--- config.mk ---
export PLATFORM = sky130hd
export DESIGN_NAME = rtr_systolic_mcast
export DESIGN_NICKNAME = d
export VERILOG_FILES = /design/src/rtl/rtr_systolic_mcast.sv
export SDC_FILE = /design/constraint.sdc
export NUM_CORES = 1
export LEC_CHECK = 0
export CORE_ASPECT_RATIO = 1.75
export CORE_MARGIN = 2
export CORE_UTILIZATION = 43
export DETAILED_ROUTE_END_ITERATION = 8
export PLACE_DENSITY_LB_ADDON = 0.3
export SYNTH_ARGS = -nofsm -noshare
export SYNTH_HDL_FRONTEND = slang
export SYNTH_SLANG_ARGS = --single-unit
--- constraint.sdc ---
create_clock -name clk -period 1.76 [get_ports clk]
set_input_delay 0.528 -clock clk [delete_from_list [all_inputs] [get_ports clk]]
set_output_delay 0.528 -clock clk [all_outputs]
set_load 0.01 [all_outputs]
--- src/rtl/rtr_systolic_mcast.sv ---
// ============================================================================
// Module   : rtr_systolic_mcast
// Brief    : Per-PE systolic router with DEPTH-stage iact forwarding, runtime
//            systolic/broadcast/multicast/isolate delivery and a psum skid buffer.
// Revision : 1.0
// ============================================================================
`default_nettype none

module rtr_systolic_mcast #(
    parameter int I_WIDTH    = 8,
    parameter int P_WIDTH    = 20,
    parameter int CTRL_WIDTH = 1,
    parameter int ID_WIDTH   = 4,
    parameter int DEPTH      = 1
) (
    input  logic                  clk,
    input  logic                  rst_n,
    input  logic                  cfg_we,
    input  logic [1:0]            cfg_mode,
    input  logic [ID_WIDTH-1:0]   cfg_id,
    output logic                  cfg_busy,
    output logic                  cfg_err,
    input  logic [CTRL_WIDTH-1:0] global_ctrl_in,
    input  logic [I_WIDTH-1:0]    global_iact_in,
    input  logic                  global_iact_valid_in,
    input  logic [ID_WIDTH-1:0]   global_iact_tag_in,
    output logic [CTRL_WIDTH-1:0] global_ctrl_out,
    output logic [I_WIDTH-1:0]    global_iact_out,
    output logic                  global_iact_valid_out,
    output logic [ID_WIDTH-1:0]   global_iact_tag_out,
    output logic [CTRL_WIDTH-1:0] local_ctrl_out,
    output logic [I_WIDTH-1:0]    local_iact_out,
    output logic                  local_iact_valid,
    input  logic [P_WIDTH-1:0]    global_psum_in,
    input  logic                  global_psum_valid_in,
    output logic                  global_psum_ready_out,
    output logic [P_WIDTH-1:0]    local_psum_out,
    output logic                  local_psum_valid_out,
    input  logic                  local_psum_ready_in,
    input  logic [P_WIDTH-1:0]    local_psum_in,
    input  logic                  local_psum_valid_in,
    output logic                  local_psum_ready_out,
    output logic [P_WIDTH-1:0]    global_psum_out,
    output logic                  global_psum_valid_out,
    input  logic                  global_psum_ready_in
);

    localparam logic [1:0] c_MODE_SYS = 2'b00;
    localparam logic [1:0] c_MODE_BC  = 2'b01;
    localparam logic [1:0] c_MODE_MC  = 2'b10;
    localparam logic [1:0] c_MODE_ISO = 2'b11;

    logic [1:0]          r_mode;
    logic [ID_WIDTH-1:0] r_id;
    logic                r_err;

    // ------------------------------------------------------------------
    // Forwarding delay line
    // ------------------------------------------------------------------
    logic [I_WIDTH-1:0]    r_dly_iact  [DEPTH];
    logic [CTRL_WIDTH-1:0] r_dly_ctrl  [DEPTH];
    logic [ID_WIDTH-1:0]   r_dly_tag   [DEPTH];
    logic                  r_dly_valid [DEPTH];

    always_ff @(posedge clk or negedge rst_n) begin
        if (!rst_n) begin
            r_dly_iact[0]  <= '0;
            r_dly_ctrl[0]  <= '0;
            r_dly_tag[0]   <= '0;
            r_dly_valid[0] <= 1'b0;
        end else begin
            r_dly_iact[0]  <= global_iact_in;
            r_dly_ctrl[0]  <= global_ctrl_in;
            r_dly_tag[0]   <= global_iact_tag_in;
            r_dly_valid[0] <= global_iact_valid_in;
        end
    end

    genvar gi;
    generate
        for (gi = 1; gi < DEPTH; gi++) begin : g_dly
            always_ff @(posedge clk or negedge rst_n) begin
                if (!rst_n) begin
                    r_dly_iact[gi]  <= '0;
                    r_dly_ctrl[gi]  <= '0;
                    r_dly_tag[gi]   <= '0;
                    r_dly_valid[gi] <= 1'b0;
                end else begin
                    r_dly_iact[gi]  <= r_dly_iact[gi-1];
                    r_dly_ctrl[gi]  <= r_dly_ctrl[gi-1];
                    r_dly_tag[gi]   <= r_dly_tag[gi-1];
                    r_dly_valid[gi] <= r_dly_valid[gi-1];
                end
            end
        end
    endgenerate

    assign global_iact_out       = r_dly_iact[DEPTH-1];
    assign global_ctrl_out       = r_dly_ctrl[DEPTH-1];
    assign global_iact_tag_out   = r_dly_tag[DEPTH-1];
    assign global_iact_valid_out = r_dly_valid[DEPTH-1];

    // ------------------------------------------------------------------
    // Local iact delivery
    // ------------------------------------------------------------------
    logic w_tag_hit;
    logic w_local_valid;

    assign w_tag_hit = (global_iact_tag_in == r_id) || (&global_iact_tag_in);

    always_comb begin
        w_local_valid = 1'b0;
        case (r_mode)
            c_MODE_SYS, c_MODE_BC: w_local_valid = global_iact_valid_in;
            c_MODE_MC:             w_local_valid = global_iact_valid_in & w_tag_hit;
            default:               w_local_valid = 1'b0;
        endcase
    end

    assign local_iact_out   = global_iact_in;
    assign local_ctrl_out   = global_ctrl_in;
    assign local_iact_valid = w_local_valid;

    // ------------------------------------------------------------------
    // Psum routing and 2-entry skid buffer
    // ------------------------------------------------------------------
    logic               w_iso;
    logic [P_WIDTH-1:0] w_src_data;
    logic               w_src_valid;
    logic               w_src_ready;
    logic               w_push;
    logic               w_pop;
    logic               w_cfg_accept;

    logic [P_WIDTH-1:0] r_buf [2];
    logic               r_wr_ptr;
    logic               r_rd_ptr;
    logic [1:0]         r_count;

    assign w_iso       = (r_mode == c_MODE_ISO);
    assign w_src_data  = w_iso ? global_psum_in : local_psum_in;
    assign w_src_valid = w_iso ? global_psum_valid_in : local_psum_valid_in;
    // A pop only frees the slot on the following cycle, so full means not ready.
    assign w_src_ready = (r_count != 2'd2);
    assign w_push      = w_src_valid & w_src_ready;
    assign w_pop       = (r_count != 2'd0) & global_psum_ready_in;

    assign local_psum_out        = global_psum_in;
    assign local_psum_valid_out  = ~w_iso & global_psum_valid_in;
    assign global_psum_ready_out = w_iso ? w_src_ready : local_psum_ready_in;
    assign local_psum_ready_out  = ~w_iso & w_src_ready;

    always_ff @(posedge clk or negedge rst_n) begin
        if (!rst_n) begin
            r_buf[0] <= '0;
            r_buf[1] <= '0;
            r_wr_ptr <= 1'b0;
            r_rd_ptr <= 1'b0;
            r_count  <= 2'd0;
        end else begin
            if (w_push) begin
                r_buf[r_wr_ptr] <= w_src_data;
                r_wr_ptr        <= ~r_wr_ptr;
            end
            if (w_pop) begin
                r_rd_ptr <= ~r_rd_ptr;
            end
            case ({w_push, w_pop})
                2'b10:   r_count <= r_count + 2'd1;
                2'b01:   r_count <= r_count - 2'd1;
                default: r_count <= r_count;
            endcase
        end
    end

    assign global_psum_out       = r_buf[r_rd_ptr];
    assign global_psum_valid_out = (r_count != 2'd0);

    // ------------------------------------------------------------------
    // Configuration: only taken while the psum path is quiescent
    // ------------------------------------------------------------------
    assign w_cfg_accept = cfg_we & (r_count == 2'd0) & ~w_push;

    always_ff @(posedge clk or negedge rst_n) begin
        if (!rst_n) begin
            r_mode <= c_MODE_SYS;
            r_id   <= '0;
            r_err  <= 1'b0;
        end else begin
            r_err <= cfg_we & ~w_cfg_accept;
            if (w_cfg_accept) begin
                r_mode <= cfg_mode;
                r_id   <= cfg_id;
            end
        end
    end

    assign cfg_busy = (r_count != 2'd0);
    assign cfg_err  = r_err;

endmodule

`default_nettype wire

==> impl_metrics.toml, run 1 <==
[grt]
layer_with_the_highest_usage = "met2"
gr-usage-met2_pct = 35.0
grt_pass1_vias = 2405
grt.met1_usage_pct = 19.4
maximum_number_of_pins_on_one_net_before_global_route_repair = 43
antenna_violations_before_repair = 0
globalRoute.totalOverflow = 0
gr-usage-met3_pct = 5.31
grt_util_all_layers_pct = 18.8
grt_pass1_wl_mm = 12.0

[sta]
fmaxAchievable_mhz = 517
final_hold_viol_count = 0
rsz_0062_raised_after_global_routing = "yes"
worst_slew_margin_rel_pct = 64.1
timing_worst_slew_pin_value_ns = 0.539
timing.setup.tns_ns = -3.20
final_critical_path_setup_slack_ns = -0.176
period_share_pct = 110
final-setup-viol-count = 44
timing_max_transition_violations_final = 0
period_needed_ns = 1.94
timing.clock.skew_ns = 0.00570

[floorplanning]
std_cell_rows = 41
ioPinCount = 137
chipWidth_um = 69.1
start_util_pct = 44.4
die_y_um = 118
dieArea_mm2 = 0.00815
placeableCoreArea_mm2 = 0.00718

[yosys]
synthDominantAreaCellType = "dfrtp_1"
netlist.area_leader.share_pct = 51.0
largest_family_of_logic_cells_by_synthesized_area = "multiplexers"
post_synthesis_compound_gate_area_fraction_pct = 2.71
synth.mux.area_fraction_pct = 30.8
synth_area_leaders = "dfrtp_1 (51%), mux2_2 (27%), buf_4 (7.1%), buf_6 (2.1%), xnor2_1 (1.9%)"
syn-num-nets = 290
syn-mean-instance-area_um2 = 14.4
ys_warn_count = 0
synth_sequential_area_ratio_pct = 51.0
netlist_area_mm2 = 0.00319
yosys.area_share.simple_pct = 2.79
synth_xor_area_share_pct = 2.47
synth_cells = 222
synthAdderAreaFrac_pct = 0.392
synth-seq-cells = 65
synth_cell_type_count = 26

[power]
cellPowerDensity_mw_per_mm2 = 1810
vdd_drop_max_mv = 1.26
p_leak_nw = 2.29
fin_total_pwr_mw = 9.03

[clock_tree]
cts_tree = "done"
clock_path_buffers = 2
cts_made_buffers = 9
worst_skew_pair_latency_ns = 0.33
clkSinkCount = 65
htree_num_levels = 3
path_clk_slew_ns = 0.05
clockRootBuffer = "clkbuf_16"
cts-hold-fix-buffers = 0

[placement]
dpl_cell_area_mm2 = 0.00454
numPortBuffers = 136
place.detailed.hpwl_mm = 5.17
numPlacedInstances = 430
dp_slack_ns = -0.795
finalWeightedCongestion = 0.734

[finish]
antenna-diode-count = 0
drive_above_1_share_pct = 55.9
layout_commonest_cell = "clkdlybuf4s50_1"
syn_to_final_growth_pct = 56.6
most-common-layout-cells = "clkdlybuf4s50_1 (72), dfrtp_1 (62), mux2_4 (45), mux2_2 (41), buf_6 (34)"
instances_no_fill = 456
fillCellCount = 538
finalInstanceArea_mm2 = 0.00499
final_net_count = 434

[worst_setup_path]
timing.critical_path.fanout_max = 2
required_ns = 1.23
timing.reg2reg.setup_slack_ns = -0.05
critPathLaunchType = "register"
worst_r2r_src = "r_mode[0]"
criticalPathCategory = "register to primary output"
critical_path.endpoint_type = "primary output"
ff2ff_path_depth = 5
r2r-end = "r_buf[22]"
worstPathArrival_ns = 1.41

[drt]
wirelength_mm = 7.79
drtIter0Drc = 56
route.detailed.wl_per_inst_um = 17.1
total_via_count_after_detailed_routing = 2241
drc_errors = 0
number_of_detailed_route_iterations_in_the_first_pass = 4
vias_per_cell = 4.91
postRouteAntennaNets = 0

[flow_run]
drv_cap = 0

[outcome]
violated_checks = "setup timing"
run_status = "finished, violations left"

[min_path]
worstHoldPathType = "primary input to asynchronous set/reset pin"
per-stage QoR:
step | utilization (%) | hold WS, ns
floorplan | - | 0.232
global placement | 63.3 | 0.464
detailed placement | 63.3 | 0.473
CTS | 68.9 | 0.194
global route | 69.5 | 0.221
finish | 69.5 | 0.196
cells in the mapped netlist:
cell type and n:
a211oi_4 2, xnor2_1 7, a21bo_4 1, clkbuf_1 2, and2_1 1, ha_1 1, nand4_2 1, xor2_1 2
inv_1 3, nand2_1 2, nor2_1 2, a21oi_1 1, and2b_1 1, nand4_1 2, a31oi_1 2, nand3_4 1
dfrtp_1 65, nand2_4 1, o21ai_0 1, mux2_4 4, a21o_1 1, mux2_2 77, buf_6 6, mux2_1 5
nor2b_1 1, buf_4 30
per-layer routing:
metal	vias to the layer above	share of wire, %
li1	1037	-
met1	1120	36
met2	77	58
met3	7	5.1
met4	0	1.4
met5	-	0
sequential cells by signal (all words and copies together), names as in the netlist, 2 cells and up:
register,flops
global_iact_tag_out,4
r_buf,40
r_id,4
r_count,2
r_mode,2
global_iact_out,8
worst max-delay path: stages, from the launching register on:
cell     delay, ns
dfrtp_2       0.41
buf_6         0.12
buf_4         0.13
mux2_4        0.30
buf_6         0.12
how the worst max path moves through the flow:
stage                                      from                   to  slack, ns  cells after the start
after CTS                              r_rd_ptr  global_psum_out[12]      -0.19                      4
final                                  r_rd_ptr   global_psum_out[3]      -0.18                      4
after global routing                   r_rd_ptr  global_psum_out[12]      -0.22                      4
after global placement    global_iact_tag_in[2]     local_iact_valid      -0.76                      5
after detailed placement  global_iact_tag_in[0]     local_iact_valid      -0.79                      5
after floorplan             local_psum_valid_in            r_buf[20]       0.11                      4
layout make-up:
| cell class | instances | area [µm²] | area share (%) |
|---|---|---|---|
| sequential | 65 | 1630 | 32.7 |
| timing repair buffer | 171 | 1550 | 31.0 |
| multi-input combinational | 116 | 1440 | 28.8 |
| clock buffer | 15 | 258 | 5.16 |
| tap | 86 | 108 | 2.16 |
| inverter | 3 | 11.3 | 0.226 |
logic make-up (layout without fill, tap and decap cells):
group / Yosys count / after routing
fa+ha+maj: 1 / 1
buf+inv: 41 / 189
compound gates: 8 / 8
simple gates: 12 / 12
xor+xnor: 9 / 9
flops: 65 / 65
mux: 86 / 86
power by group:
part           leakage (nW)  total, mW  switching, mW  internal [mW]
registers             0.761       2.50          0.364           2.14
logic                  1.40       4.97           1.82           3.15
clock network         0.124       1.56          0.575          0.984
total                  2.29       9.03           2.76           6.27
timing repair:
item / in CTS / in global routing
buffers inserted: 4 / 5
pin swaps: 7 / 11
setup endpoints to repair: 96 / 74
gates resized for setup: 272 / 57
cloned: 2 / 1
Note: power is estimated with default switching activity, not from simulation.
==> run 2, diff against run 1 <==
Settings changed: CORE_MARGIN 2 to 3.
==> run 2 against run 1 <==
The run still ends with setup timing left; flip-flop and latch count stayed put; sequential power hardly changed; sequential share of layout area is 2.0 points lower; combinational power up 16%; worst hold slack gained 0.016 ns; fmax fell by 0.33%; critical path depth unchanged; clock power grew 12%; routed wire length increased by 7.9%; via count rose by 2.6%; largest power group unchanged.
==> impl_metrics.toml, run 2 (synthesis gave the netlist of run 1 again) <==
[finish]
drive_above_1_share_pct = 56.8
final_net_count = 445
largest_reg_flops = 40
most-common-layout-cells = "clkdlybuf4s50_1 (71), dfrtp_1 (65), mux2_4 (61), buf_2 (36), buf_6 (36)"
multi_input_area_mm2 = 0.00151
finalInstanceArea_mm2 = 0.00531
layout_commonest_cell = "clkdlybuf4s50_1"
antenna-diode-count = 0
regArea_mm2 = 0.00163
regMostFlops = "r_buf"
fillCellCount = 475
syn_to_final_growth_pct = 66.6

[sta]
finalHoldWorstSlack_ns = 0.212
worst_slew_margin_rel_pct = 77.1
fmaxAchievable_mhz = 515
final-setup-viol-count = 63
period_share_pct = 110
final_hold_viol_count = 0
period_needed_ns = 1.94
rsz_0062_raised_after_global_routing = "yes"
timing_max_transition_violations_final = 0
timing.clock.skew_ns = 0.00430
final_critical_path_setup_slack_ns = -0.182
timing_worst_slew_pin_value_ns = 0.343

[drt]
vias_per_cell = 4.93
route.detailed.wl_per_inst_um = 18.0
drc_errors = 0
wirelength_mm = 8.41
number_of_detailed_route_iterations_in_the_first_pass = 4
postRouteAntennaNets = 0
total_via_count_after_detailed_routing = 2299
drtIter0Drc = 80

[power]
vdd_drop_max_mv = 1.08
power.share.sequential_pct = 25.0
clkPwrFrac_pct = 17.4
total_switching_power_mw = 3.00
power.internal_mw = 7.00
power.combinational.fraction_pct = 57.6
p_leak_nw = 2.48
power.share.switching_pct = 30.0
cellPowerDensity_mw_per_mm2 = 1880

[grt]
grt_pass1_vias = 2582
maximum_number_of_pins_on_one_net_before_global_route_repair = 66
grt_pass1_wl_mm = 13.3
antenna_violations_before_repair = 0
globalRoute.totalOverflow = 0
grt_util_all_layers_pct = 20.5

[floorplanning]
placeableCoreArea_mm2 = 0.00706
ioPinCount = 137
chipWidth_um = 71.1
dieArea_mm2 = 0.00852
die_y_um = 120
std_cell_rows = 40
start_util_pct = 45.2

[clock_tree]
clkSinkCount = 65
clockRootBuffer = "clkbuf_16"
clock_path_buffers = 2
cts_tree = "done"
path_clk_slew_ns = 0.05
cts_made_buffers = 9
cts-hold-fix-buffers = 0
worst_skew_pair_latency_ns = 0.32
htree_num_levels = 3

[placement]
numPortBuffers = 136
place.detailed.hpwl_mm = 5.15
finalWeightedCongestion = 0.710
dpl_cell_area_mm2 = 0.00454

[worst_setup_path]
max_stage_delay_ns = 0.40
worst_r2r_src = "r_mode[1]"
required_ns = 1.23
critical_path.endpoint_type = "primary output"
worstPathCellList = "buf_6, buf_8, mux2_4, buf_6"
startpoint = "r_rd_ptr"
criticalPathCategory = "register to primary output"
timing.critical_path.fanout_max = 6
path_common_cell = "buf_6"
critPathLaunchType = "register"
worstPathArrival_ns = 1.41
timing.critical_path.slowest_stage_cell = "dfrtp_1"

[min_path]
worstHoldPathType = "primary input to asynchronous set/reset pin"

[outcome]
violated_checks = "setup timing"
run_status = "finished, violations left"

[flow_run]
drv_cap = 0
## run 2: cell types whose count changed in the layout (fill, tap and decap cells not counted), moves of 3 or more
cell,previous run,this run
mux2_2,41,25
mux2_4,45,61
buf_16,0,5
buf_2,33,36
dfrtp_1,62,65
dfrtp_2,3,0
## run 2: path summary, 6_finish.rpt
path | depth (start not counted) | end | slack [ns]
setup / recovery | 4 | global_psum_out[17] | -0.18
hold / removal | 2 | r_buf[38] | 0.21
setup reg to reg | 7 | r_buf[21] | -0.11
hold reg to reg | 1 | r_buf[1] | 0.51
max in group asynchronous | 2 | r_buf[39] | 1.27
min in group clk | 1 | global_iact_valid_out | 0.35
## run 2: cell type report
class,instances,share of cell area [%]
repair buffers,182,33.4
flip-flops and latches,65,30.6
multi-input cells,116,28.4
clock buffers,13,4.71
well taps,84,1.98
clock inverters,3,0.754
inverters,3,0.212
## run 2: stage by stage
stage / utilization, % / power (mW) / std cells / TNS [ns] / setup WS, ns
2_1_floorplan: - / 4.79 / 222 / 0 / 0.108
3_3_place_gp: 64.3 / 6.38 / 424 / -32.62 / -0.781
3_5_place_dp: 64.3 / 6.48 / 424 / -33.91 / -0.863
4_1_cts: 75.1 / 9.68 / 463 / -5.43 / -0.186
5_1_grt: 75.3 / 10.5 / 466 / -8.72 / -0.213
6_report: 75.3 / 9.99 / 466 / -7.01 / -0.182
## run 2: what timing repair did
action / in CTS / in global routing
pin swaps: 4 / 11
gates resized for setup: 305 / 48
buffers inserted: 17 / 3
endpoints found under the setup margin: 97 / 87
cloned: 6 / 1
## run 2: power by group through the flow
stage | clock [mW] | combinational [mW] | sequential, mW
4_1_cts | 1.77 | 5.44 | 2.46
6_report | 1.74 | 5.75 | 2.50
3_5_place_dp | 0 | 4.02 | 2.46
2_1_floorplan | 0 | 2.36 | 2.43
5_1_grt | 1.84 | 6.10 | 2.57
3_3_place_gp | 0 | 3.96 | 2.42
## run 2: critical path, delay by kind of cell (launching register included)
| kind | cells | cell delay, ns |
|---|---|---|
| buffers and inverters | 3 | 0.38 |
| DFF | 1 | 0.40 |
| muxes | 1 | 0.31 |
## run 2: layer usage
metal	part of all wire (%)	vias to the layer above	track usage [%]
li1	-	1061	-
met1	35	1145	22.1
met2	57	80	38.1
met3	5.6	13	5.11
met4	1.6	0	6.59
met5	0	-	0
